--- config.mk ---
export PLATFORM = sky130hd
export DESIGN_NAME = mult_div_unit_flat
export DESIGN_NICKNAME = d
export VERILOG_FILES = /design/src/rtl/mdu_pkg.sv /design/src/rtl/mult_div_unit_if.sv /design/src/rtl/mdu_sign_adjust.sv /design/src/rtl/mult_div_unit.sv /design/src/flat_wrapper.sv
export SDC_FILE = /design/constraint.sdc
export NUM_CORES = 1
export LEC_CHECK = 0
export BUFFER_PORTS_ARGS = -buffer_cell sky130_fd_sc_hd__buf_4
export CAP_MARGIN = 30
export CORE_MARGIN = 2
export CORE_UTILIZATION = 56
export DETAILED_ROUTE_END_ITERATION = 6
export PLACE_DENSITY = 0.78
export SYNTH_ARGS = -nofsm -noshare
export SYNTH_HDL_FRONTEND = slang
export SYNTH_SLANG_ARGS = --single-unit
export TNS_END_PERCENT = 30
--- constraint.sdc ---
create_clock -name CLK -period 3.7 [get_ports CLK]
set_input_delay 0.555 -clock CLK [delete_from_list [all_inputs] [get_ports CLK]]
set_output_delay 0.555 -clock CLK [all_outputs]
set_load 0.05 [all_outputs]
--- src/rtl/mdu_pkg.sv ---
`default_nettype none
// ----------------------------------------------------------------------------
// mdu_pkg: shared op codes, FSM states and default width for mult_div_unit.
// Rev 1.0
// ----------------------------------------------------------------------------
package mdu_pkg;

  localparam int MDU_WIDTH = 32;

  localparam logic [2:0] OP_MULT  = 3'b000;
  localparam logic [2:0] OP_MULTU = 3'b001;
  localparam logic [2:0] OP_DIV   = 3'b010;
  localparam logic [2:0] OP_DIVU  = 3'b011;
  localparam logic [2:0] OP_MTHI  = 3'b100;
  localparam logic [2:0] OP_MTLO  = 3'b101;

  typedef enum logic [1:0] {
    ST_IDLE = 2'd0,
    ST_CALC = 2'd1,
    ST_FIN  = 2'd2
  } mdu_state_e;

endpackage
`default_nettype wire

--- src/rtl/mult_div_unit_if.sv ---
`default_nettype none
// ----------------------------------------------------------------------------
// mult_div_unit_if: operand/control bus between the execute stage and the MDU.
// Rev 1.0
// ----------------------------------------------------------------------------
interface mult_div_unit_if #(
  parameter int WIDTH = mdu_pkg::MDU_WIDTH
);
  logic             start;
  logic [2:0]       op;
  logic [WIDTH-1:0] opA;
  logic [WIDTH-1:0] opB;
  logic             busy;
  logic             done;
  logic [WIDTH-1:0] hi;
  logic [WIDTH-1:0] lo;

  modport master (output start, op, opA, opB, input busy, done, hi, lo);
  modport slave  (input start, op, opA, opB, output busy, done, hi, lo);
endinterface
`default_nettype wire

--- src/rtl/mdu_sign_adjust.sv ---
`default_nettype none
// ----------------------------------------------------------------------------
// mdu_sign_adjust: conditional two's-complement negate (abs value / sign fix).
// Rev 1.0
// ----------------------------------------------------------------------------
module mdu_sign_adjust #(
  parameter int WIDTH = 32
) (
  input  wire logic             i_neg,
  input  wire logic [WIDTH-1:0] i_val,
  output logic      [WIDTH-1:0] o_val
);
  assign o_val = i_neg ? (~i_val + WIDTH'(1)) : i_val;
endmodule
`default_nettype wire

--- src/rtl/mult_div_unit.sv ---
`default_nettype none
// ----------------------------------------------------------------------------
// mult_div_unit: iterative shift-add multiply / restoring divide with HI/LO.
// Rev 1.0 -- optional MDU_EARLY_TERM_EN ends a multiply once the multiplier is 0.
// ----------------------------------------------------------------------------
module mult_div_unit
  import mdu_pkg::*;
#(
  parameter int WIDTH = MDU_WIDTH
) (
  input wire logic        CLK,
  input wire logic        RST,
  mult_div_unit_if.slave  bus
);

  localparam int CW = $clog2(WIDTH);

  mdu_state_e         r_state, w_state_nxt;
  logic [CW-1:0]      r_cnt;
  logic               r_is_div, r_dz, r_sign_q, r_sign_r, r_done;
  logic [WIDTH-1:0]   r_hi, r_lo, r_opa, r_mplier;
  logic [2*WIDTH-1:0] r_acc, r_mcand;

  logic               w_signed, w_accept, w_move, w_last, w_ge;
  logic [WIDTH-1:0]   w_abs_a, w_abs_b, w_mplier_nxt, w_rem_sub, w_fix_rem;
  logic [WIDTH:0]     w_trial;
  logic [2*WIDTH-1:0] w_div_acc, w_fix_acc;

  assign w_signed = ~bus.op[0];
  assign w_accept = (r_state == ST_IDLE) && bus.start && !bus.op[2];
  assign w_move   = (r_state == ST_IDLE) && bus.start && (bus.op[2:1] == 2'b10);
  assign w_last   = (r_cnt == CW'(WIDTH - 1));

  mdu_sign_adjust #(.WIDTH(WIDTH)) u_abs_a (
    .i_neg(w_signed & bus.opA[WIDTH-1]), .i_val(bus.opA), .o_val(w_abs_a));
  mdu_sign_adjust #(.WIDTH(WIDTH)) u_abs_b (
    .i_neg(w_signed & bus.opB[WIDTH-1]), .i_val(bus.opB), .o_val(w_abs_b));

  // Negating the full {rem,quot} accumulator also yields the negated quotient in its low half.
  mdu_sign_adjust #(.WIDTH(2*WIDTH)) u_fix_acc (
    .i_neg(r_sign_q), .i_val(r_acc), .o_val(w_fix_acc));
  mdu_sign_adjust #(.WIDTH(WIDTH)) u_fix_rem (
    .i_neg(r_sign_r), .i_val(r_acc[2*WIDTH-1:WIDTH]), .o_val(w_fix_rem));

  assign w_mplier_nxt = r_mplier >> 1;

  // Divide keeps {remainder, dividend/quotient} in r_acc; r_mplier holds the divisor.
  assign w_trial   = {r_acc[2*WIDTH-1:WIDTH], r_acc[WIDTH-1]};
  assign w_ge      = (w_trial >= {1'b0, r_mplier});
  assign w_rem_sub = w_trial[WIDTH-1:0] - r_mplier;
  assign w_div_acc = {(w_ge ? w_rem_sub : w_trial[WIDTH-1:0]), r_acc[WIDTH-2:0], w_ge};

  always_ff @(posedge CLK) begin
    if (RST) r_state <= ST_IDLE;
    else     r_state <= w_state_nxt;
  end

  always_comb begin
    w_state_nxt = r_state;
    case (r_state)
      ST_IDLE: if (w_accept) w_state_nxt = ST_CALC;
      ST_CALC: begin
        if (w_last) w_state_nxt = ST_FIN;
`ifdef MDU_EARLY_TERM_EN
        else if (!r_is_div && (w_mplier_nxt == '0)) w_state_nxt = ST_FIN;
`endif
      end
      ST_FIN:  w_state_nxt = ST_IDLE;
      default: w_state_nxt = ST_IDLE;
    endcase
  end

  always_ff @(posedge CLK) begin
    if (RST) begin
      r_cnt    <= '0;
      r_is_div <= 1'b0;
      r_dz     <= 1'b0;
      r_sign_q <= 1'b0;
      r_sign_r <= 1'b0;
      r_done   <= 1'b0;
      r_hi     <= '0;
      r_lo     <= '0;
      r_opa    <= '0;
      r_mplier <= '0;
      r_acc    <= '0;
      r_mcand  <= '0;
    end else begin
      r_done <= 1'b0;
      case (r_state)
        ST_IDLE: begin
          if (w_accept) begin
            r_is_div <= bus.op[1];
            r_dz     <= (bus.opB == '0);
            r_sign_q <= w_signed & (bus.opA[WIDTH-1] ^ bus.opB[WIDTH-1]);
            r_sign_r <= w_signed & bus.opA[WIDTH-1];
            r_opa    <= bus.opA;
            r_mplier <= w_abs_b;
            r_cnt    <= '0;
            if (bus.op[1]) begin
              r_acc   <= {{WIDTH{1'b0}}, w_abs_a};
              r_mcand <= '0;
            end else begin
              r_acc   <= '0;
              r_mcand <= {{WIDTH{1'b0}}, w_abs_a};
            end
          end else if (w_move) begin
            if (bus.op[0]) r_lo <= bus.opA;
            else           r_hi <= bus.opA;
            r_done <= 1'b1;
          end
        end
        ST_CALC: begin
          r_cnt <= r_cnt + CW'(1);
          if (r_is_div) begin
            r_acc <= w_div_acc;
          end else begin
            if (r_mplier[0]) r_acc <= r_acc + r_mcand;
            r_mcand  <= r_mcand << 1;
            r_mplier <= w_mplier_nxt;
          end
        end
        ST_FIN: begin
          r_done <= 1'b1;
          if (r_is_div && r_dz) begin
            r_hi <= r_opa;
            r_lo <= '1;
          end else if (r_is_div) begin
            r_hi <= w_fix_rem;
            r_lo <= w_fix_acc[WIDTH-1:0];
          end else begin
            r_hi <= w_fix_acc[2*WIDTH-1:WIDTH];
            r_lo <= w_fix_acc[WIDTH-1:0];
          end
        end
        default: ;
      endcase
    end
  end

  assign bus.busy = (r_state != ST_IDLE);
  assign bus.done = r_done;
  assign bus.hi   = r_hi;
  assign bus.lo   = r_lo;

endmodule
`default_nettype wire

--- src/flat_wrapper.sv ---
// flat-port wrapper written by rule: the top's interface ports become plain ports
module mult_div_unit_flat import mdu_pkg::*;
#(
  parameter int WIDTH = MDU_WIDTH
)
  (CLK, RST, bus_start, bus_op, bus_opA, bus_opB, bus_busy, bus_done, bus_hi, bus_lo);
  mult_div_unit_if #(.WIDTH(WIDTH)) bus_i ();
  input wire logic CLK;
  input wire logic RST;
  input wire logic [$bits(bus_i.start)-1:0] bus_start;
  input wire logic [$bits(bus_i.op)-1:0] bus_op;
  input wire logic [$bits(bus_i.opA)-1:0] bus_opA;
  input wire logic [$bits(bus_i.opB)-1:0] bus_opB;
  output wire logic [$bits(bus_i.busy)-1:0] bus_busy;
  output wire logic [$bits(bus_i.done)-1:0] bus_done;
  output wire logic [$bits(bus_i.hi)-1:0] bus_hi;
  output wire logic [$bits(bus_i.lo)-1:0] bus_lo;
  assign bus_i.start = bus_start;
  assign bus_i.op = bus_op;
  assign bus_i.opA = bus_opA;
  assign bus_i.opB = bus_opB;
  assign bus_busy = bus_i.busy;
  assign bus_done = bus_i.done;
  assign bus_hi = bus_i.hi;
  assign bus_lo = bus_i.lo;
  mult_div_unit #(.WIDTH(WIDTH)) u_core (.CLK(CLK), .RST(RST), .bus(bus_i));
endmodule
# After elaboration in Yosys (flattened, before gate mapping)
# Cells that the tools add are included.
[op_classes]
addsub = 7
magnitude_cmp = 1
n_eq_ne = 12
muxes = 36
bitwise_logic = 9
n_reduce_logical = 17
[op_table]
columns = ["op", "count"]
rows = [
  ["$mux W32", 17],
  ["$mux W64", 6],
  ["$pmux W64 S2", 2],
  ["$pmux W32 S2", 3],
  ["$add A32 B1 Y32 const B", 3],
  ["$not A32 Y32", 3],
  ["$add A64 B1 Y64 const B", 1],
  ["$add A64 B64 Y64", 1],
  ["$not A64 Y64", 1],
  ["$ge A33 B32 Y1", 1],
  ["$logic_not A32 Y1", 1],
  ["$sub A32 B32 Y32", 1],
  ["$pmux W5 S2", 1],
  ["$ne A2 B2 Y1 const B", 4],
  ["$reduce_and A4 Y1", 2],
  ["$ne A2 B1 Y1 const B", 3],
  ["$reduce_and A2 Y1", 3],
  ["$reduce_and A3 Y1", 2],
  ["$reduce_bool A2 Y1", 3],
  ["$add A5 B1 Y5 const B", 1],
  ["$eq A5 B5 Y1 const B", 1],
  ["$mux W5", 1],
  ["$eq A2 B2 Y1 const B", 2],
  ["$logic_and A1 B1 Y1", 4],
  ["other kinds (11)", 15],
]
[word_totals]
reg_bits = 268
input_bits = 70
out_inout_bits = 66
elab_cells = 95

# Longest topological paths before layout
[depth]
depth_word = 6
mapped_depth = 16
depth_no_buf = 14

# Cells and area by module
# From an unflattened synthesis, not the netlist that was laid out.
[unflattened]
cells_unflattened = 2779
area_unflattened_um2 = 21261.6
[modules_own_cells]
columns = ["mod", "n_inst", "cells_per_inst", "area_each_um2", "seq_area_each_um2"]
rows = [
  ["mult_div_unit", 1, 2285, 17400.4, 5365.1],
  ["mdu_sign_adjust at u_core.u_abs_a ...", 3, 99, 777.0, 0.0],
  ["mdu_sign_adjust at u_core.u_fix_acc", 1, 197, 1530.2, 0.0],
]

# Least setup slack after synthesis
# Ideal clock, no wire load.
[synth_path]
path_type = "register to register"
startpoint = "reg u_core.r_acc[0]"
endpoint = "reg u_core.r_acc[62]"
setup_time_ns = 0.116
arrival_ns = 3.311
required_ns = 3.584
path_slack_ns = 0.273
path_stages_with_launch = 13
n_path_buf = 0
synth_period_minus_slack_ns = 3.427
path_cell_list = "dfxtp_1 -> ha_1 -> fa_1 -> a21o_1 -> a221oi_1 -> o211ai_1 -> a31o_2 -> a21oi_1 -> o31a_1 -> o21ai_0 -> a41oi_1 -> o21ai_0 -> and3b_1"
[synth_between]
elab_chain_len = 4
[synth_lines]
columns = ["item", "line_no", "text"]
rows = [
  ["start: declaration", "mult_div_unit.sv:22", "logic [2*WIDTH-1:0] r_acc, r_mcand;"],
  ["start signal: assignment", "mult_div_unit.sv:100", "r_acc <= {{WIDTH{1'b0}}, w_abs_a};"],
  ["start signal: assignment", "mult_div_unit.sv:115", "r_acc <= w_div_acc;"],
  ["start signal: assignment", "mult_div_unit.sv:117", "if (r_mplier[0]) r_acc <= r_acc + r_mcand;"],
  ["$add A64 B64 Y64", "mult_div_unit.sv:117", ""],
  ["$mux W64", "mult_div_unit.sv:117", ""],
  ["$mux W64", "mult_div_unit.sv:114", "if (r_is_div) begin"],
  ["$pmux W64 S2", "mult_div_unit.sv:89", "case (r_state)"],
]
# No other way between the ends. The select of a mux whose other input is x is not followed.
# A chain may end at the register's enable or synchronous reset.

# Final worst setup path
[layout_path]
startpoint = "reg u_core.r_acc[51]"
endpoint = "reg u_core.r_acc[46]"
[layout_between]
elab_chain_len = 4
[layout_lines]
columns = ["item", "line_no", "text"]
rows = [
  ["$ge A33 B32 Y1", "mult_div_unit.sv:49", "assign w_ge = (w_trial >= {1'b0, r_mplier});"],
  ["$mux W32", "mult_div_unit.sv:51", "assign w_div_acc = {(w_ge ? w_rem_sub : w_trial[WIDTH-1:0]), r_acc[WIDTH-2:0], w_ge};"],
  ["$mux W64", "mult_div_unit.sv:114", ""],
  ["$pmux W64 S2", "mult_div_unit.sv:89", ""],
]
# No other way between the ends.

==> flow_summary.ini <==
[worst_setup_path]
cp_data_required_time_ns = 4.17
critPathCaptureType = flip-flop
cp.arrival_ns = 4.03
r2r_cells = 12
crit_type = reg2reg
critPathLaunch = u_core.r_acc[51]
worstReg2RegStart = u_core.r_acc[51]
critPathLaunchType = flip-flop
regToRegSetupSlack_ns = 0.13
critPathMaxFanout = 18
rr_endpoint = u_core.r_acc[46]

[drt]
drt-pass1-iter-count = 5
drc_errors = 0
avgViaCountPerCell = 6.74
final_antenna_net_count = 0
vias = 23062
drt-initial-drc-count = 2064
wire_per_inst_um = 23.4
wl_um = 80200

[power]
p_leak_nw = 9.46
peakVddDrop_uv = 390
power_mw = 8.69
p_per_area_nw_per_um2 = 372

[clock_tree]
hold_buffers = 0
postCtsResizedCells = 0
clk_pin_slew_ns = 0.07
cts_max_level = 1
post_cts_buffers = 0
cts_tree = yes
cts.path.max_buffers = 3
numCtsBuffers = 31
clk-insertion-delay-late_ns = 0.61
cts_sinks = 268
root_buffer = clkbuf_16

[global_routing]
grt_pass1_wl_um = 122000
grt_max_degree = 160
antenna_found_initial = 1
grt-ovfl-total = 0
grt_usage = 0.407
grt_pass1_vias = 21289

[cells_and_area]
fin_area_um2 = 23400
area_delta_synth_final_pct = 14.5
antenna_cells = 0
drive_gt1_frac = 0.123
fin_util = 0.654
final_net_count = 3113
instances_no_fill = 3423

[worst_hold_path]
hold_class = in2reg
hold_end = u_core.r_opa[10]
min-delay-start = bus_opA[10]
holdPathStages = 3

[run]
cap_violations = 0

[placement]
pre_cts_slack_ns = 0.205
gp_congestion = 0.985
place_inst = 3368
dpl-instance-area_um2 = 22300
dp_hpwl_um = 60500
numPortBuffers = 135

[sta]
timing.hold.ws_ns = 0.249
fin_tns_setup_ns = 0
worstMarginPinSlew_ns = 0.962
layout_setup_ws_ns = 0.132
slew_viol_final = 0
clock.fmax_mhz = 280
min_period_over_period = 0.964
setup_violations = 0
hold_viol_final = 0
rsz0062_at_grt = false
maxSlewHeadroom = 0.357
min_period_ns = 3.57
skew_ns = 0.0264

[yosys]
syn_area_um2 = 20400
async_flop_share = 0
postSynthCellCount = 2860
ys_seq_elements = 268
synth-main-ff-cell = dfxtp_1
synth_cell_types = 84
synth_top_area_frac = 0.263
synthesis.nets = 3033
avgSynthCellArea_um2 = 7.14
synth-seq-area-share = 0.263
ys_top_cells_by_count = 343 x a21oi_1, 339 x nand2_1, 314 x nor2_1
yosys-top-cells-area = dfxtp_1 26%, a21oi_1 8.4%, nand2_1 6.2%
synth_top_area_cell = dfxtp_1
synthMostInstantiatedCell = a21oi_1
synth-edff-count = 0
yosysWarnings = 0

[floorplan]
die_h_um = 195
num_io_pins = 136
initial_core_util = 0.572
die_w_um = 195
core_area_um2 = 35700
rows = 69
fp.dieArea_um2 = 38000

[outcome]
status = completed
[cell families after synthesis]
| group | count (synthesis) | synth area share |
|---|---|---|
| simple gates | 1011 | 0.226 |
| compound gates | 970 | 0.301 |
| buf+inv | 301 | 0.0563 |
| flops | 268 | 0.263 |
| xor+xnor | 190 | 0.0815 |
| fa+ha+maj | 103 | 0.0638 |
| mux | 17 | 0.00857 |
[sequential cells by signal, summed over array words and instances (netlist names)]
name and cells:
u_core.r_opa 32, u_core.r_is_div 1, u_core.r_acc 64, u_core.r_sign_q 1, u_core.bus.done 1, u_core.bus.lo 32
u_core.r_state 2, u_core.bus.hi 32, u_core.r_cnt 5, u_core.r_mplier 32, u_core.r_sign_r 1, u_core.r_dz 1
u_core.r_mcand 64
[how the worst max path moves through the flow]
stage                              endpoint  slack, ns
final                      u_core.r_acc[46]       0.13
after global routing       u_core.r_acc[61]      0.007
after CTS                  u_core.r_acc[62]       0.19
after detailed placement  u_core.bus.hi[26]       0.20
after global placement     u_core.r_acc[52]       0.21
after floorplan            u_core.r_acc[62]       0.27
[layout by cell type (no fill, tap or decap), types with 31 or more instances in the layout]
cell / instances
a211oi_1: 67
nand2_1: 338
a221oi_1: 37
a21o_1: 44
xor2_1: 68
ha_1: 101
xnor2_1: 122
a21oi_1: 341
buf_4: 260
o221ai_1: 43
nand3_1: 83
clkbuf_16: 31
o21ai_0: 193
nor3_1: 84
nor2_1: 312
inv_1: 81
dfxtp_1: 267
o211ai_1: 35
[per-layer routing]
layer / share of wire / GRT usage / vias up
li1: - / - / 10549
met1: 0.38 / 0.502 / 10741
met2: 0.45 / 0.662 / 1433
met3: 0.096 / 0.0603 / 339
met4: 0.076 / 0.274 / 0
met5: 0 / 0 / -
[where the power goes]
| group | switching, mW | leakage [nW] | internal [mW] |
|---|---|---|---|
| Combinational | 1.41 | 6.76 | 0.808 |
| Clock | 1.35 | 0.524 | 1.96 |
| Sequential | 0.141 | 2.18 | 3.02 |
| Total | 2.89 | 9.46 | 5.79 |
[critical path, stage by stage, from the launching register on]
cell,delay [ns]
dfxtp_1,0.65
ha_1,0.39
and2_0,0.30
a21oi_1,0.21
o21ai_0,0.09
or3_1,0.32
a31oi_1,0.32
o21a_2,0.22
buf_12,0.16
buf_12,0.15
mux2i_1,0.21
a2bb2oi_1,0.26
o21ai_0,0.13
[cell type report]
class / instances / area, um2
clock inverters: 13 / 180
flip-flops and latches: 268 / 5370
inverters: 81 / 304
repair buffers: 267 / 2080
well taps: 461 / 577
fillers: 3202 / 12400
clock buffers: 42 / 897
multi-input cells: 2291 / 14000
No activity file was read; power rests on OpenSTA's default activity.
